--- src/rtl/alu_pkg.sv ---
// Shared types for the multi-cycle ALU: opcode, flag bit positions, FSM states.
package alu_pkg;

  typedef enum logic [2:0] {
    OP_ADD  = 3'b000,
    OP_SUB  = 3'b001,
    OP_AND  = 3'b010,
    OP_OR   = 3'b011,
    OP_XOR  = 3'b100,
    OP_SLT  = 3'b101,
    OP_MUL  = 3'b110,
    OP_RSVD = 3'b111
  } alu_op_e;

  typedef enum logic [1:0] {
    FLAG_NEGATIVE = 2'd0,
    FLAG_ZERO     = 2'd1,
    FLAG_CARRY    = 2'd2,
    FLAG_OVERFLOW = 2'd3
  } flag_idx_e;

  typedef enum logic [1:0] {
    ST_IDLE = 2'd0,
    ST_MUL  = 2'd1,
    ST_DONE = 2'd2
  } state_e;

endpackage

--- src/rtl/alu_addsub.sv ---
// Shared adder/subtractor: sum = a + (b ^ sub) + sub, with carry-out and signed overflow.
module alu_addsub #(
  parameter int WIDTH = 32
) (
  input  logic [WIDTH-1:0] a,
  input  logic [WIDTH-1:0] b,
  input  logic             sub,
  output logic [WIDTH-1:0] sum,
  output logic             cout,
  output logic             ovf
);

  logic [WIDTH-1:0] b_eff;

  // Invert b for subtraction and add the +1 through the carry-in.
  always_comb begin
    b_eff       = b ^ {WIDTH{sub}};
    {cout, sum} = {1'b0, a} + {1'b0, b_eff} + {{WIDTH{1'b0}}, sub};
    // Overflow: both addends share a sign and the sum's sign differs from it.
    ovf         = (a[WIDTH-1] == b_eff[WIDTH-1]) && (sum[WIDTH-1] != a[WIDTH-1]);
  end

endmodule

--- src/rtl/alu_mc.sv ---
// Multi-cycle ALU with NZCV flags, valid/ready on both sides and a shift-add multiplier.
//
// state   | meaning
// --------+-----------------------------------------------------------
// ST_IDLE | in_ready=1, waiting for in_valid; single-cycle ops resolve here
// ST_MUL  | busy=1, one multiplier bit consumed per cycle, WIDTH cycles
// ST_DONE | out_valid=1, result/flags held until out_ready
module alu_mc
  import alu_pkg::*;
#(
  parameter int WIDTH = 32
) (
  input  logic             clk,
  input  logic             rst_n,
  input  logic             in_valid,
  output logic             in_ready,
  input  logic [WIDTH-1:0] a,
  input  logic [WIDTH-1:0] b,
  input  logic [2:0]       alucontrol,
  output logic             out_valid,
  input  logic             out_ready,
  output logic [WIDTH-1:0] result,
  output logic [3:0]       flags,
  output logic             busy
);

  localparam int CNT_W = $clog2(WIDTH);

  state_e             state_q, state_d;
  alu_op_e            op;
  logic               accept;
  logic               final_step;

  logic [2*WIDTH-1:0] mcand_q;
  logic [WIDTH-1:0]   mplier_q;
  logic [2*WIDTH-1:0] acc_q;
  logic [2*WIDTH-1:0] acc_nxt;
  logic [CNT_W-1:0]   cnt_q;

  logic [WIDTH-1:0]   result_q;
  logic [3:0]         flags_q;

  logic               as_sub;
  logic [WIDTH-1:0]   as_sum;
  logic               as_cout;
  logic               as_ovf;

  logic [WIDTH-1:0]   alu_res;
  logic [3:0]         alu_flags;

  assign op         = alu_op_e'(alucontrol);
  assign accept     = in_valid && (state_q == ST_IDLE);
  assign final_step = (state_q == ST_MUL) && (cnt_q == CNT_W'(WIDTH - 1));
  assign as_sub     = (op != OP_ADD);

  alu_addsub #(.WIDTH(WIDTH)) u_addsub (
    .a   (a),
    .b   (b),
    .sub (as_sub),
    .sum (as_sum),
    .cout(as_cout),
    .ovf (as_ovf)
  );

  // State register.
  always_ff @(posedge clk or negedge rst_n) begin
    if (!rst_n) state_q <= ST_IDLE;
    else        state_q <= state_d;
  end

  // Next-state logic.
  always_comb begin
    state_d = state_q;
    case (state_q)
      ST_IDLE: if (accept) state_d = (op == OP_MUL) ? ST_MUL : ST_DONE;
      ST_MUL:  if (final_step) state_d = ST_DONE;
      ST_DONE: if (out_ready) state_d = ST_IDLE;
      default: state_d = ST_IDLE;
    endcase
  end

  // Outputs are pure state decodes or registers.
  always_comb begin
    in_ready  = (state_q == ST_IDLE);
    busy      = (state_q == ST_MUL);
    out_valid = (state_q == ST_DONE);
    result    = result_q;
    flags     = flags_q;
  end

  // Single-cycle ops evaluated straight from the port operands on the accept cycle.
  always_comb begin
    alu_res   = '0;
    alu_flags = '0;
    case (op)
      OP_ADD, OP_SUB: begin
        alu_res                  = as_sum;
        alu_flags[FLAG_CARRY]    = as_cout;
        alu_flags[FLAG_OVERFLOW] = as_ovf;
      end
      OP_AND:  alu_res = a & b;
      OP_OR:   alu_res = a | b;
      OP_XOR:  alu_res = a ^ b;
      // Signed less-than from a-b: sign of the true difference is sign ^ overflow.
      OP_SLT:  alu_res = {{(WIDTH-1){1'b0}}, as_ovf ^ as_sum[WIDTH-1]};
      default: alu_res = '0;
    endcase
    alu_flags[FLAG_NEGATIVE] = alu_res[WIDTH-1];
    alu_flags[FLAG_ZERO]     = (alu_res == '0);
  end

  // Partial-product accumulation for the current multiplier bit.
  always_comb begin
    acc_nxt = acc_q + (mplier_q[0] ? mcand_q : '0);
  end

  // Multiplier operand, accumulator and step counter.
  always_ff @(posedge clk or negedge rst_n) begin
    if (!rst_n) begin
      mcand_q  <= '0;
      mplier_q <= '0;
      acc_q    <= '0;
      cnt_q    <= '0;
    end else if (accept && op == OP_MUL) begin
      mcand_q  <= {{WIDTH{1'b0}}, a};
      mplier_q <= b;
      acc_q    <= '0;
      cnt_q    <= '0;
    end else if (state_q == ST_MUL) begin
      mcand_q  <= mcand_q << 1;
      mplier_q <= mplier_q >> 1;
      acc_q    <= acc_nxt;
      cnt_q    <= cnt_q + CNT_W'(1);
    end
  end

  // Result/flags registers; only written on entry to DONE so they hold under backpressure.
  always_ff @(posedge clk or negedge rst_n) begin
    if (!rst_n) begin
      result_q <= '0;
      flags_q  <= '0;
    end else if (accept && op == OP_RSVD) begin
      result_q <= '0;
      flags_q  <= 4'b0010;
    end else if (accept && op != OP_MUL) begin
      result_q <= alu_res;
      flags_q  <= alu_flags;
    end else if (final_step) begin
      result_q <= acc_nxt[WIDTH-1:0];
      flags_q  <= {1'b0, |acc_nxt[2*WIDTH-1:WIDTH], ~|acc_nxt[WIDTH-1:0],
                   acc_nxt[WIDTH-1]};
    end
  end

endmodule

--- config.mk ---
export PLATFORM = sky130hd
export DESIGN_NAME = alu_mc
export DESIGN_NICKNAME = d
export VERILOG_FILES = /design/src/rtl/alu_pkg.sv /design/src/rtl/alu_addsub.sv /design/src/rtl/alu_mc.sv
export SDC_FILE = /design/constraint.sdc
export NUM_CORES = 1
export LEC_CHECK = 0
export CORE_UTILIZATION = 38
export CTS_CLUSTER_DIAMETER = 50
export DETAILED_ROUTE_END_ITERATION = 7
export HOLD_SLACK_MARGIN = 0.12
export PLACE_DENSITY = 0.61
export SLEW_MARGIN = 10
export SYNTH_ARGS = -nofsm -noshare
export SYNTH_HDL_FRONTEND = slang
export SYNTH_HIERARCHICAL = 1
export SYNTH_SLANG_ARGS = --single-unit
--- constraint.sdc ---
create_clock -name clk -period 4.8 [get_ports clk]
set_clock_uncertainty 0.2 [all_clocks]
set_input_delay 0.72 -clock clk [delete_from_list [all_inputs] [get_ports clk]]
set_output_delay 0.72 -clock clk [all_outputs]
set_load 0.005 [all_outputs]
# Word level (Yosys, flattened, before mapping)
# Cells that the tools add are included.
# op_classes
n_addsub,4
mux,22
bitwise,5
reduce_logical,17
eq_ne,16
# ops
operator,count
two-way mux 64 bit,5
two-way mux 32 bit,5
one-hot mux 32 bit (5 select lines),1
adder 64 bit,1
OR reduction 32 bit,2
bitwise XOR 32 bit,2
adder 32 x 32 -> 33 bit,1
adder 33 x 1 -> 33 bit,1
AND 32 bit,1
zero test 32 bit,1
OR 32 bit,1
"== test 3 bit, second input constant",4
two-way mux 4 bit,3
two-way mux 2 bit,5
two-way mux 5 bit,2
"== test 3 x 2 -> 1 bit, second input constant",2
logical AND 1 bit,6
"!= test 2 x 1 -> 1 bit, second input constant",3
one-hot mux 2 bit (3 select lines),1
nonzero test 3 bit,2
"adder 5 x 1 -> 5 bit, second input constant",1
"== test 5 bit, second input constant",1
"== test 3 x 1 -> 1 bit, second input constant",1
zero test 3 bit,1
other kinds (11),11
# totals
in_bits,71
register_bits,203

# Logic depth before layout (Yosys ltp)
# Gate-level depths: netlist (run 1).
# logic_depth
depth_word,11
depth_mapped,20
mapped_depth_nobuf,17

# Cells and area by module
# The synthesis (run 1) kept the hierarchy.
# modules_own_cells
mod,area_per_inst_um2,instances,cells_per_inst,seq_area_each_um2
alu_mc,14507.7,1,1764,5054.8
alu_addsub,2215.9,1,305,0.0

# Worst setup path before layout (run 1)
# Ideal clock, no wire load.
# synth_path
path_kind,input-to-reg
from,input port alucontrol[0]
to,"register flags_q[2], in the netlist flags[2]"
t_arrival_ps,4689
cell_stages,19
required_ps,4458
slack_ps,-231
n_path_buf,3
setup_time_ps,142
path_cell_list,clkbuf_1 or3_1 clkbuf_1 clkbuf_1 xor2_1 ha_1 nor2b_1 o311a_1 o21ai_2 a211o_1 a31oi_1 a221o_1 and3_2 a21oi_1 nand3_1 nor4b_4 nand4_1 nor4_1 a41oi_1
# synth_between
elab_chain_len,7
word_cells_on_any_way,15
cone_classes,add/sub: 2; eq/ne: 3; mux: 3; bitwise: 1; reduce/logical: 6
# synth_lines
element,line,rtl
"start, declared",alu_mc.sv:19,"input logic [2:0] alucontrol,"
nonzero test 3 bit *,alu_mc.sv:54,assign as_sub = (op != OP_ADD);
via as_sub,alu_mc.sv:43,logic as_sub;
bitwise XOR 32 bit,alu_addsub.sv:17,b_eff = b ^ {WIDTH{sub}};
adder 32 x 32 -> 33 bit,alu_addsub.sv:18,"{cout, sum} = {1'b0, a} + {1'b0, b_eff} + {{WIDTH{1'b0}}, sub};"
adder 33 x 1 -> 33 bit *,alu_addsub.sv:18,
via as_cout,alu_mc.sv:45,logic as_cout;
two-way mux 2 bit *,alu_mc.sv:95,case (op)
two-way mux 4 bit *,alu_mc.sv:145,end else if (accept && op != OP_MUL) begin
two-way mux 4 bit *,alu_mc.sv:142,end else if (accept && op == OP_RSVD) begin
"end signal, assigned",alu_mc.sv:147,flags_q <= alu_flags;
"end signal, assigned",alu_mc.sv:150,"flags_q <= {1'b0, |acc_nxt[2*WIDTH-1:WIDTH], ~|acc_nxt[WIDTH-1:0],"
"end, declared",alu_mc.sv:41,logic [3:0] flags_q;
# The timed path passes the listed nets; every way through them passes the cells marked *.
# A chain may end at the register's enable or synchronous reset.

# Final worst setup path (run 1)
# layout_path
from,input port alucontrol[2]
to,"register flags_q[1], in the netlist flags[1]"
# layout_between
elab_chain_len,11
word_cells_on_any_way,24
cone_classes,add/sub: 2; eq/ne: 9; mux: 3; bitwise: 2; reduce/logical: 8
# layout_lines
element,line,rtl
nonzero test 3 bit *,alu_mc.sv:54,
via as_sub,alu_mc.sv:43,
bitwise XOR 32 bit,alu_addsub.sv:17,
adder 32 x 32 -> 33 bit,alu_addsub.sv:18,
adder 33 x 1 -> 33 bit *,alu_addsub.sv:18,
via as_sum[31],alu_mc.sv:44,logic [WIDTH-1:0] as_sum;
!= test 1 bit,alu_addsub.sv:20,ovf = (a[WIDTH-1] == b_eff[WIDTH-1]) && (sum[WIDTH-1] != a[WIDTH-1]);
logical AND 1 bit,alu_addsub.sv:20,
bitwise XOR 1 bit,alu_mc.sv:105,"OP_SLT: alu_res = {{(WIDTH-1){1'b0}}, as_ovf ^ as_sum[WIDTH-1]};"
one-hot mux 32 bit (5 select lines) *,alu_mc.sv:95,
zero test 32 bit *,alu_mc.sv:109,alu_flags[FLAG_ZERO] = (alu_res == '0);
two-way mux 4 bit *,alu_mc.sv:145,
two-way mux 4 bit *,alu_mc.sv:142,
# Marks and branches as above.

==> results of run 1 <==
[sequential cells by signal (all words and copies together), names as in the netlist]
name and flops:
mplier_q 32, flags 4, result 31, cnt_q 5
mcand_q 64, state_q 2, acc_q 64
[synthesized netlist by cell type (65+ instances only)]
cell	number
nand2_1	393
xor2_1	71
dfrtp_1	202
a21oi_1	119
nor2_1	87
a22oi_1	77
ha_1	160
and2_1	69
o22ai_1	65
o21ai_0	143
inv_1	95
clkbuf_1	110
[layer usage]
layer,up-vias,wire [µm],track usage,part of all wire
li1,7927,-,-,-
met1,7965,27170,0.3700,0.47
met2,510,25350,0.3956,0.44
met3,76,3946,0.04836,0.068
met4,0,1572,0.07471,0.027
met5,-,0,0,0
[layout make-up]
type	instances	share of cell area
Antenna cell	1	0.0001198
Clock buffer	38	0.03880
Clock inverter	17	0.009282
Inverter	96	0.01737
Multi-Input combinational cell	1645	0.5236
Sequential cell	202	0.2419
Tap cell	585	0.03503
Timing Repair Buffer	330	0.1339
[timing repair]
item,CTS,global route
setup endpoints to repair,3,2
resized for setup,10,17
pin swaps,2,11
hold endpoints to repair,69,0
hold buffers,1,0
buffers inserted,0,3
[per-stage QoR]
| stage | setup TNS (ns) | instance area (µm²) | total power, µW | utilization |
|---|---|---|---|---|
| 6_report | 0 | 20890 | 9677 | 0.4829 |
| 2_1_floorplan | 0 | 16740 | 5573 | - |
| 3_3_place_gp | -4.432 | 19710 | 7265 | 0.4555 |
| 3_5_place_dp | -4.725 | 19710 | 7342 | 0.4555 |
| 4_1_cts | 0 | 20770 | 9638 | 0.4801 |
| 5_1_grt | -0.07807 | 20890 | 10310 | 0.4829 |
[critical path: cells and delay by family]
family	cells	cell delay (ns)
XOR/XNOR	2	0.27
AO/OA/AOI/OAI	7	1.78
adder cells (fa/ha/maj)	1	0.30
buffers and inverters	3	0.83
AND/OR/NAND/NOR	4	1.01
[kinds of logic (layout without fill, tap and decap cells)]
logic type	count (synthesis)	in the layout	share of synthesized area
AO/OA/AOI/OAI	643	643	0.2576
other	0	1	0
AND/OR/NAND/NOR	718	718	0.1992
adder cells (fa/ha/maj)	162	162	0.1221
XOR/XNOR	114	114	0.06015
buffers and inverters	222	481	0.05364
multiplexers	8	8	0.005013
flip-flops	202	202	0.3023
[how the worst min path moves through the flow]
stage	cells after the start	slack (ns)	endpoint	from
finish	2	0.27	mplier_q[16]$_DFFE_PN0P_	mplier_q[16]$_DFFE_PN0P_
global route	2	0.29	mplier_q[17]$_DFFE_PN0P_	mplier_q[17]$_DFFE_PN0P_
CTS	2	0.28	mplier_q[16]$_DFFE_PN0P_	mplier_q[16]$_DFFE_PN0P_
detailed placement	2	0.26	mplier_q[16]$_DFFE_PN0P_	mplier_q[16]$_DFFE_PN0P_
global placement	2	0.26	mplier_q[7]$_DFFE_PN0P_	mplier_q[7]$_DFFE_PN0P_
floorplan	0	0.22	acc_q[0]$_DFFE_PN0P_	rst_n
[report_power, final]
part | internal (µW) | switching, µW
Combinational | 1940 | 2560
Clock | 1320 | 912
Sequential | 2410 | 531
==> impl_metrics.yaml, run 1 <==
critical_path:
  crit_path_max_fanout: 15
  end_kind: "flip-flop"
  crit_chain: "clkdlybuf4s50_1 -> or3_4 -> buf_8 -> buf_4 -> xor2_1 -> ha_1 -> a211o_1 -> o21bai_1 -> a31o_1 -> a221o_1 -> a31oi_4 -> xnor2_2 -> a221oi_2 -> nand4_1 -> nor4_2 -> nand4_1 -> a31oi_1"
  r2r-start: "mplier_q[0]$_DFFE_PN0P_"
  start_kind: "input pin"
  rrSetupSlack_ns: 0.21
  worst_path_largest_cell_delay_ns: 0.47
  critical_path_class: "input pin to flip-flop"
  timing.rr.end: "flags[2]$_DFFE_PN0P_"
  cp-endpoint: "flags[1]$_DFFE_PN0P_"
  cp.arrival_ns: 4.94
  worst_ep_required_time_ns: 5.09
  slowest_stage: "clkdlybuf4s50_1"
  reg2regPathDepth: 16
  crit_top_cell: "nand4_1"
  startpoint: "alucontrol[2]"
placement:
  hpwlAfterDp_um: 44640
  place_congestion: 0.9270
  dp_cells: 2854
  portBuffers: 109
  preCtsSetupSlack_ns: -0.9084
timing:
  slew_viol_final: 0
  slew_headroom: 0.3318
  final_hold_viol_count: 0
  fin_hold_ws_ns: 0.2743
  finalSetupViolations: 0
  fin_crit_sh: 0.9681
  period_needed_ns: 4.647
  fmax_ghz: 0.2152
  fin_ws_ns: 0.1532
  tightest_slew_ns: 0.9999
drt:
  drt_pass1_iterations: 6
  drtAntennaViolNets: 0
  vias_per_cell: 5.655
  vias: 16478
  drt_wl_total_um: 58040
  first_iter_violations: 1315
  drc: 0
  drt-wirelength-per-cell_um: 19.92
clock_tree:
  cts_buffers: 30
  clock_path_buffers: 3
  cts-root-buf: "clkbuf_16"
  cts.clk_slew.worst_paths_ns: 0.05
  clock_latency_ns: 0.59
  cts_tree: "built"
  cts_max_level: 1
  cts.sinks: 202
cells_and_area:
  seq_area_um2: 5055
  final_layout_size_suffix_gt1_frac: 0.1482
  final_cells: 2914
  num-nets-final: 2538
  area_growth_pct: 24.94
  nFillCells: 4235
  final_common_cell: "nand2_1"
  final_cell_mix: "nand2_1, buf_4, dfrtp_1, ha_1, o21ai_0"
  multiInputGateArea_um2: 10940
global_route:
  overflow: 0
  grt_max_degree: 152
  first_global_vias: 15944
  grt_use_total: 0.2592
  antenna_found_initial: 0
  grt_pass1_wl_um: 90940
outcome:
  outcome: "finished clean"
synth:
  yosysSeqAreaShare: 0.3023
  yosys-top-cells-area: "dfrtp_1, ha_1, nand2_1, o21ai_0, xor2_1"
  ys_async_sr_fraction: 1.000
  synth_top_area_frac: 0.3023
  syn_area_per_cell_um2: 8.083
  synth_top_cell_by_area: "dfrtp_1"
  synth_flop_cell: "dfrtp_1"
  ys_warn_count: 6
  syn_inst: 2069
  netlist_area_um2: 16720
  syn_nets: 2302
  synth_edf_count: 0
  yosysUniqueCellTypes: 107
  ys_ff_latch: 202
floorplanning:
  rows: 76
  core_um2: 43270
  die_height_um: 211.8
  die-width_um: 211.8
  io_pins: 110
  floorplan.initialDensity: 0.3865
  die_area_um2: 44850
run:
  cap_violations: 0
hold_path:
  worstHoldPathType: "flip-flop to flip-flop"
power:
  vdd_ir_drop_max_mv: 0.2887
  power_leakage_uw: 0.009621
  powerDensity_nw_per_um2: 463.2
Note: power is estimated with default switching activity, not from simulation.
==> inputs of run 2 (changes only) <==
--- a/config.mk
+++ b/config.mk
@@ -5,6 +5,7 @@
 export SDC_FILE = /design/constraint.sdc
 export NUM_CORES = 1
 export LEC_CHECK = 0
+export CAP_MARGIN = 20
 export CORE_UTILIZATION = 38
 export CTS_CLUSTER_DIAMETER = 50
 export DETAILED_ROUTE_END_ITERATION = 7
==> results of run 2 <==
The final DEF is identical to that of run 1; final timing and power are the same.
==> inputs of run 3 (changes only) <==
--- a/config.mk
+++ b/config.mk
@@ -11,6 +11,7 @@
 export DETAILED_ROUTE_END_ITERATION = 7
 export HOLD_SLACK_MARGIN = 0.12
 export PLACE_DENSITY = 0.61
+export SETUP_SLACK_MARGIN = 0.05
 export SLEW_MARGIN = 10
 export SYNTH_ARGS = -nofsm -noshare
 export SYNTH_HDL_FRONTEND = slang
==> impl_metrics.yaml, run 3 (same netlist as run 1, synthesis figures left out) <==
critical_path:
  cp.arrival_ns: 4.79
  worst_ep_required_time_ns: 5.05
  critical_path_class: "flip-flop to flip-flop"
  startpoint: "mplier_q[0]$_DFFE_PN0P_"
  start_kind: "flip-flop"
  r2r-start: "mplier_q[0]$_DFFE_PN0P_"
  crit_path_max_fanout: 64
  end_kind: "flip-flop"
run:
  cap_violations: 0
hold_path:
  worstHoldStart: "mplier_q[16]$_DFFE_PN0P_"
  worstHoldPathType: "flip-flop to flip-flop"
drt:
  vias_per_cell: 5.653
  drt-wirelength-per-cell_um: 19.82
  first_iter_violations: 1356
  drt_pass1_iterations: 6
  drtAntennaViolNets: 0
  drc: 0
  vias: 16508
  drt_wl_total_um: 57870
clock_tree:
  cts_tree: "built"
  cts.clk_slew.worst_paths_ns: 0.06
  cts-root-buf: "clkbuf_16"
  cts_max_level: 1
  cts.sinks: 202
  cts_buffers: 31
  clock_latency_ns: 0.58
  clock_path_buffers: 3
power:
  vdd_ir_drop_max_mv: 0.2913
  powerDensity_nw_per_um2: 462.7
  power_leakage_uw: 0.009641
timing:
  fmax_ghz: 0.2203
  period_needed_ns: 4.539
  slew_viol_final: 0
  rsz0062_at_grt: "false"
  fin_crit_sh: 0.9456
  finalSetupViolations: 0
  slew_headroom: 0.3148
  tightest_slew_ns: 1.025
  final_hold_viol_count: 0
  fin_ws_ns: 0.2611
outcome:
  outcome: "finished clean"
placement:
  place_congestion: 0.9176
  hpwlAfterDp_um: 44280
  portBuffers: 109
  preCtsSetupSlack_ns: -0.7286
  dp_cells: 2863
  dpl-instance-area_um2: 19790
floorplanning:
  die_area_um2: 44850
  io_pins: 110
  die_height_um: 211.8
  floorplan.initialDensity: 0.3865
  die-width_um: 211.8
  rows: 76
  core_um2: 43270
cells_and_area:
  diodes: 0
  postLayoutCellArea_um2: 20890
  area_growth_pct: 24.90
  nFillCells: 4181
  final_cells: 2920
  num-nets-final: 2546
  reg_top3: "acc_q: 64 flops, mcand_q: 64 flops, mplier_q: 32 flops"
  final_cell_mix: "nand2_1, buf_4, dfrtp_1, ha_1, o21ai_0"
  final_common_cell: "nand2_1"
  final_layout_size_suffix_gt1_frac: 0.1490
global_route:
  antenna_found_initial: 0
  grt_use_total: 0.2583
  grt_max_degree: 152
  overflow: 0
  grt_pass1_wl_um: 91220
  first_global_vias: 15978
## run 3: cell types whose count changed in the layout (fill, tap and decap cells not counted), moves of 2 or more
cell and delta:
buf_4 +7, a221oi_1 +2, a221oi_2 -2, clkbuf_1 -2, clkinv_4 +3
## run 3: per-stage QoR
stage	total power, µW	utilization	TNS [ns]	hold slack, ns
6_report	9666	0.4828	0	0.2727
5_1_grt	10280	0.4828	0	0.3019
4_1_cts	9637	0.4812	0	0.2768
3_5_place_dp	7358	0.4573	-3.904	0.2640
3_3_place_gp	7289	0.4573	-3.281	0.2602
2_1_floorplan	5572	-	0	0.2244
## run 3: what timing repair did
action	4_1_cts	5_1_grt
pin swaps	1	3
hold buffers	1	0
gates resized for setup	6	11
buffers inserted	0	1
endpoints found under the hold margin	87	0
endpoints found under the setup margin	3	3
## run 3: cell type report
cell class,instances,area (µm²),area share
clock buffers,37,828.3,0.03966
clock inverters,18,173.9,0.008326
inverters,96,362.8,0.01737
multi-input cells,1645,10880,0.5209
flip-flops and latches,202,5055,0.2420
well taps,585,732.0,0.03504
repair buffers,337,2855,0.1367
## run 3: worst paths after layout
kind                       slack, ns  depth (start not counted)                  endpoint
max                             0.26                         15      flags[2]$_DFFE_PN0P_
min                             0.27                          2  mplier_q[16]$_DFFE_PN0P_
max reg2reg                     0.26                         15      flags[2]$_DFFE_PN0P_
min reg2reg                     0.27                          2  mplier_q[16]$_DFFE_PN0P_
max in group asynchronous       2.87                          3  mplier_q[15]$_DFFE_PN0P_
min in group asynchronous       0.54                          2   mcand_q[48]$_DFFE_PN0P_
## run 3: report_power, final
part	internal, µW	switching, µW
clock	1300	918
sequential	2410	542
combinational	1940	2550
total	5650	4010
## run 3: worst max-delay path, stage by stage, from the launching register on
cell       delay (ns)
dfrtp_1          0.41
buf_12           0.20
and2_1           0.20
ha_1             0.36
a21oi_1          0.23
o21ai_0          0.21
a31oi_1          0.39
a21oi_1          0.24
nand2_1          0.12
o2111ai_1        0.23
or3_1            0.39
a31oi_1          0.28
xor2_2           0.31
nor4bb_2         0.34
buf_4            0.19
a41oi_1          0.11
## run 3: metal layers
layer | GRT usage | vias to the layer above | routed length [µm]
met3 | 0.03086 | 83 | 3050
met2 | 0.3955 | 455 | 25150
met4 | 0.07321 | 0 | 1524
li1 | - | 7941 | -
met5 | 0 | - | 0
met1 | 0.3788 | 8029 | 28150
